[src/rtl/antirrebote_ud_pkg.sv]
// rtl/antirrebote_ud_pkg.sv - shared FSM state encoding and counter sizing helper
// Purpose: state type for the per-button debounce FSM and the counter width
//          calculation shared by the channel and the top.
package antirrebote_ud_pkg;

   typedef enum logic [1:0] {
      SUELTO     = 2'd0,
      VALID_P    = 2'd1,
      PRESIONADO = 2'd2,
      VALID_S    = 2'd3
   } estado_t;

   // Width able to hold the largest reload value any state can request.
   function automatic int cnt_width(input int a, input int b, input int c);
      int m;
      m = a;
      if (b > m) m = b;
      if (c > m) m = c;
      return $clog2(m + 1);
   endfunction

endpackage

[src/rtl/antirrebote_ud_canal.sv]
// rtl/antirrebote_ud_canal.sv - one button: synchroniser, debounce FSM, auto-repeat
// Purpose: turns one raw asynchronous button into single-cycle raw command pulses.
// Ports:
//   clk     - system clock
//   reset   - synchronous, active-high reset
//   i_btn   - raw asynchronous button level
//   o_pulse - combinational one-cycle pulse on accepted press / repeat
module antirrebote_ud_canal
   import antirrebote_ud_pkg::*;
#(
   parameter int DEB_CYCLES = 240000,
   parameter int REP_DELAY  = 6000000,
   parameter int REP_PERIOD = 1200000,
   parameter int ACTIVE_LOW = 1
)(
   input  logic clk,
   input  logic reset,
   input  logic i_btn,
   output logic o_pulse
);

   localparam int              CW     = cnt_width(DEB_CYCLES, REP_DELAY, REP_PERIOD);
   localparam logic [CW-1:0]   C_DEB  = CW'(DEB_CYCLES - 1);
   localparam logic [CW-1:0]   C_DLY  = CW'(REP_DELAY - 1);
   localparam logic [CW-1:0]   C_PER  = (REP_PERIOD == 0) ? '0 : CW'(REP_PERIOD - 1);
   localparam logic            L_IDLE = (ACTIVE_LOW != 0);

   logic [1:0]    r_sync;
   estado_t       r_state;
   estado_t       w_state_nxt;
   logic [CW-1:0] r_cnt;
   logic [CW-1:0] w_cnt_nxt;
   logic          w_s;

   // Reset parks the synchroniser at the released level so a held button
   // has to travel the full synchroniser + debounce path again.
   always_ff @(posedge clk) begin
      if (reset) begin
         r_sync <= {2{L_IDLE}};
      end else begin
         r_sync <= {r_sync[0], i_btn};
      end
   end

   // Normalised level: 1 means pressed regardless of board polarity.
   assign w_s = r_sync[1] ^ L_IDLE;

   always_ff @(posedge clk) begin
      if (reset) begin
         r_state <= SUELTO;
         r_cnt   <= '0;
      end else begin
         r_state <= w_state_nxt;
         r_cnt   <= w_cnt_nxt;
      end
   end

   always_comb begin
      w_state_nxt = r_state;
      w_cnt_nxt   = r_cnt;
      o_pulse     = 1'b0;
      case (r_state)
         SUELTO: begin
            if (w_s) begin
               w_state_nxt = VALID_P;
               w_cnt_nxt   = C_DEB;
            end
         end
         VALID_P: begin
            if (!w_s) begin
               w_state_nxt = SUELTO;
            end else if (r_cnt == '0) begin
               w_state_nxt = PRESIONADO;
               o_pulse     = 1'b1;
               w_cnt_nxt   = C_DLY;
            end else begin
               w_cnt_nxt   = r_cnt - CW'(1);
            end
         end
         PRESIONADO: begin
            if (!w_s) begin
               w_state_nxt = VALID_S;
               w_cnt_nxt   = C_DEB;
            end else if ((REP_PERIOD != 0) && (r_cnt == '0)) begin
               o_pulse     = 1'b1;
               w_cnt_nxt   = C_PER;
            end else if (r_cnt != '0) begin
               // With auto-repeat disabled the counter parks at zero.
               w_cnt_nxt   = r_cnt - CW'(1);
            end
         end
         VALID_S: begin
            if (w_s) begin
               // Bounce back to pressed: restart the repeat delay, no new pulse.
               w_state_nxt = PRESIONADO;
               w_cnt_nxt   = C_DLY;
            end else if (r_cnt == '0) begin
               w_state_nxt = SUELTO;
            end else begin
               w_cnt_nxt   = r_cnt - CW'(1);
            end
         end
         default: begin
            w_state_nxt = SUELTO;
         end
      endcase
   end

endmodule

[src/rtl/antirrebote_ud.sv]
// rtl/antirrebote_ud.sv - two debounced buttons arbitrated into up/down pulses
// Purpose: conditions the raw up/down push-buttons into registered one-cycle
//          command pulses that are never asserted together.
// Ports:
//   clk      - system clock
//   reset    - synchronous, active-high reset
//   btn_up   - raw asynchronous button, increment request
//   btn_down - raw asynchronous button, decrement request
//   up       - registered one-cycle increment pulse
//   down     - registered one-cycle decrement pulse
module antirrebote_ud
   import antirrebote_ud_pkg::*;
#(
   parameter int DEB_CYCLES = 240000,
   parameter int REP_DELAY  = 6000000,
   parameter int REP_PERIOD = 1200000,
   parameter int ACTIVE_LOW = 1
)(
   input  logic clk,
   input  logic reset,
   input  logic btn_up,
   input  logic btn_down,
   output logic up,
   output logic down
);

   logic w_pu;
   logic w_pd;
   logic r_up;
   logic r_down;

   antirrebote_ud_canal #(
      .DEB_CYCLES (DEB_CYCLES),
      .REP_DELAY  (REP_DELAY),
      .REP_PERIOD (REP_PERIOD),
      .ACTIVE_LOW (ACTIVE_LOW)
   ) u_canal_up (
      .clk     (clk),
      .reset   (reset),
      .i_btn   (btn_up),
      .o_pulse (w_pu)
   );

   antirrebote_ud_canal #(
      .DEB_CYCLES (DEB_CYCLES),
      .REP_DELAY  (REP_DELAY),
      .REP_PERIOD (REP_PERIOD),
      .ACTIVE_LOW (ACTIVE_LOW)
   ) u_canal_down (
      .clk     (clk),
      .reset   (reset),
      .i_btn   (btn_down),
      .o_pulse (w_pd)
   );

   // Coincident requests cancel; both channel FSMs keep running undisturbed.
   always_ff @(posedge clk) begin
      if (reset) begin
         r_up   <= 1'b0;
         r_down <= 1'b0;
      end else begin
         r_up   <= w_pu & ~w_pd;
         r_down <= w_pd & ~w_pu;
      end
   end

   assign up   = r_up;
   assign down = r_down;

endmodule

[config.mk]
export PLATFORM = sky130hd
export DESIGN_NAME = antirrebote_ud
export DESIGN_NICKNAME = d
export VERILOG_FILES = /design/src/rtl/antirrebote_ud_pkg.sv /design/src/rtl/antirrebote_ud_canal.sv /design/src/rtl/antirrebote_ud.sv
export SDC_FILE = /design/constraint.sdc
export NUM_CORES = 1
export LEC_CHECK = 0
export CORE_MARGIN = 4
export CORE_UTILIZATION = 60
export DETAILED_ROUTE_END_ITERATION = 7
export PLACE_DENSITY = 0.77
export SLEW_MARGIN = 20
export SYNTH_ARGS = -nofsm -noshare
export SYNTH_HDL_FRONTEND = slang
export SYNTH_SLANG_ARGS = --single-unit
export TNS_END_PERCENT = 30
[constraint.sdc]
create_clock -name clk -period 4.7 [get_ports clk]
set_input_delay 0.47 -clock clk [delete_from_list [all_inputs] [get_ports clk]]
set_output_delay 0.47 -clock clk [all_outputs]
set_load 0.05 [all_outputs]
==> impl_metrics.csv <==
group,metric,value,unit
logic_synthesis,synth_edf_count,0,
layout,fin_util,0.652,
min_path,worstHoldStart,"u_canal_up.r_sync[0]",
drt,wl_met1,4870,µm
sta,tightest_slew,1.04,ns
sta,fin_crit_sh,0.653,
setup_path,path_class,"flip-flop to flip-flop",
layout,nNetsFinal,514,
sta,grt_setup_unrepaired,"false",
drt,vias_per_cell,6.74,
pwr,clkPwrFrac,0.129,
pwr,switchingPower,0.00124,W
logic_synthesis,synth-xor-area-share,0.0227,
drt,vias,3864,
clock_network,clkTransAtPathRegs,0.11,ns
clock_network,post-cts-setup-buffers,0,
placement,postPlaceCellArea,0.00384,mm²
global_routing,grt_max_degree,57,
setup_path,r2r_setup_slack,1.63,ns
drt,post_drt_wl_per_cell,17.3,µm
clock_network,cts_sinks,56,
sta,final_max_slew_viol_count,0,
clock_network,clock_latency,0.31,ns
logic_synthesis,synth_most_common_cell,"nor2_1",
logic_synthesis,synth_top_area_cell,"dfxtp_1",
setup_path,worst-r2r-cell-count,6,
logic_synthesis,ys_seq_area_frac,0.291,
logic_synthesis,synthTopCellsByArea,"dfxtp_1 (29%), nor2_1 (6.9%), nor3_1 (4.4%)",
placement,numPortBuffers,5,
drt,route.met2.wl,4190,µm
global_routing,grt_pass1_wl,16900,µm
global_routing,grt_usage,0.269,
placement,dp_hpwl,6960,µm
clock_network,cts_tree,"yes",
min_path,min_path_cells,1,
floorplanning,fp.dieArea,0.00776,mm²
setup_path,cp.required,4.87,ns
clock_network,htreeDepth,2,
clock_network,cts_root_buffer,"clkbuf_8",
global_routing,grt_pass1_vias,3421,
placement,gp_congestion,0.969,
drt,postRouteWirelength,9920,µm
clock_network,hold_buffers,0,
logic_synthesis,syn_area,0.00385,mm²
sta,fin_crit,3.07,ns
min_path,min_to,"u_canal_up.r_sync[1]",
clock_network,numCtsBuffers,5,
layout,insertedDiodeCount,0,
layout,area_growth,2.60,%
pwr,p_int,0.00124,W
logic_synthesis,synth_compound_area_frac,0.282,
pwr,p_sw_frac,0.499,
sta,finClkSkew,0.0146,ns
logic_synthesis,yosysWarnings,0,
drt,dr_wl_met3,753,µm
floorplanning,core,0.00606,mm²
floorplanning,rows,28,
setup_path,r2r-start,"u_canal_down.r_cnt[16]",
global_routing,overflow,0,
layout,final_cell_area,0.00395,mm²
setup_path,critPathCaptureType,"flip-flop",
status,status,"complete, no violations",
setup_path,cp-start-kind,"flip-flop",
pwr,peakVddDrop,333,µV
logic_synthesis,synth.net_count,531,
floorplanning,start_util,0.635,
clock_network,cts-resized-gates,0,
floorplanning,die_w,88.1,µm
sta,slew_headroom,0.307,
layout,drive_gt1_frac,0.0723,
sta,finalSetupTns,0,ns
floorplanning,die_h,88.1,µm
drt,dr.first_iter.drc_count,351,
logic_synthesis,ys.flop_type,"dfxtp_1",
logic_synthesis,synth_mux_area_frac,0.00520,
pwr,pwr-share-seq,0.281,
logic_synthesis,synth_fa_ha_area_frac,0.0422,
pwr,p_per_area,627,mW/mm²
logic_synthesis,synth_common_cells,"nor2_1 (71), dfxtp_1 (56), nor3_1 (34), a21oi_1 (33), nand2_1 (30)",
logic_synthesis,synth_top_family_by_area,"simple AND/OR/NAND/NOR gates",
drt,ant_nets,0,
setup_path,r2r_end,"u_canal_down.r_cnt[17]",
logic_synthesis,synth_cell_type_count,58,
drt,dr.pass1.iters,5,
logic_synthesis,synthCells,514,
run,maxCapViolCount,0,
drt,drc,0,
setup_path,cp.arrival,3.24,ns
logic_synthesis,ys_ff_latch,56,
sta,finalHoldViolCount,0,
drt,top_layer_used,"met4",
clock_network,cts_max_path_buffers,2,
sta,max_freq,0.326,GHz
logic_synthesis,synth-simple-area-share,0.294,
global_routing,antenna_found_initial,0,
pwr,p_leak,1.45,nW
floorplanning,io_pins,6,
setup_path,cp_max_fo,12,
pwr,pwr-share-comb,0.589,
logic_synthesis,synth_top_area_share,0.291,
sta,setup_viol,0,
min_path,holdCritPathClass,"flip-flop to flip-flop",
logic_synthesis,synthArstFlopShare,0,
logic_synthesis,synth_area_per_cell,7.49,µm²
layout make-up:
type,count,area (µm²)
repair buffers,7,60.1
well taps,75,93.8
flip-flops and latches,56,1120
fillers,557,2110
multi-input cells,406,2490
clock inverters,2,35.0
inverters,21,78.8
clock buffers,6,72.6
per-layer routing:
layer | up-vias | GRT usage
li1 | 1878 | -
met2 | 139 | 0.392
met1 | 1833 | 0.413
met4 | 0 | 0.0481
met5 | - | 0
met3 | 14 | 0.0508
power by group through the flow:
stage | Combinational, W | Sequential [W] | Clock, W
4_1_cts | 0.00142 | 0.000691 | 0.000324
2_1_floorplan | 0.00117 | 0.000666 | 0
6_report | 0.00146 | 0.000698 | 0.000320
5_1_grt | 0.00164 | 0.000713 | 0.000343
3_5_place_dp | 0.00142 | 0.000703 | 0
3_3_place_gp | 0.00141 | 0.000697 | 0
worst max-delay path: stages, from the launching register on:
cell	delay, ns
dfxtp_1	0.36
nor4_1	0.67
nand4_1	0.29
or3_1	0.62
o21ai_0	0.70
a311oi_1	0.12
o2bb2ai_1	0.17
worst max path at each step:
| stage | startpoint | end | slack [ns] | cells past startpoint |
|---|---|---|---|---|
| 4_1_cts | u_canal_down.r_cnt[16] | u_canal_down.r_cnt[17] | 1.72 | 6 |
| 6_report | u_canal_down.r_cnt[16] | u_canal_down.r_cnt[17] | 1.63 | 6 |
| 2_1_floorplan | u_canal_up.r_cnt[2] | u_canal_up.r_cnt[19] | 2.07 | 11 |
| 5_1_grt | u_canal_down.r_cnt[16] | u_canal_down.r_cnt[17] | 1.40 | 6 |
| 3_5_place_dp | u_canal_down.r_cnt[16] | u_canal_down.r_cnt[17] | 1.73 | 6 |
| 3_3_place_gp | u_canal_down.r_cnt[16] | u_canal_down.r_cnt[17] | 1.86 | 6 |
stage by stage:
| step | power [W] | cells | worst slack [ns] | hold slack (ns) |
|---|---|---|---|---|
| floorplan | 0.00183 | 514 | 2.07 | 0.389 |
| global placement | 0.00210 | 565 | 1.86 | 0.406 |
| detailed placement | 0.00212 | 565 | 1.73 | 0.404 |
| CTS | 0.00244 | 573 | 1.72 | 0.431 |
| global route | 0.00270 | 573 | 1.40 | 0.448 |
| finish | 0.00248 | 573 | 1.63 | 0.429 |
flip-flops by register name, indices dropped and copies added, names as in the netlist, named ones only:
register              count
down                      1
u_canal_down.r_cnt       23
u_canal_down.r_state      1
u_canal_down.r_sync       2
u_canal_up.r_cnt         23
u_canal_up.r_state        1
u_canal_up.r_sync         2
up                        1
cell usage in the layout, fill, tap and decap left out, types with 15 or more instances in the layout:
cell type and instances:
o21ai_0 27, dfxtp_1 56, nor2_1 71, nor3_1 34, or2_2 16, nand2_1 30
a21oi_1 33, nand3_1 15, inv_1 21
cell families (layout without fill, tap and decap cells):
| kind of cell | count (synthesis) | after routing |
|---|---|---|
| compound gates | 156 | 156 |
| xor+xnor | 10 | 10 |
| fa+ha+maj | 13 | 13 |
| buf+inv | 52 | 36 |
| flops | 56 | 56 |
| mux | 2 | 2 |
| simple gates | 225 | 225 |
Power figures use the tool's default switching activity.
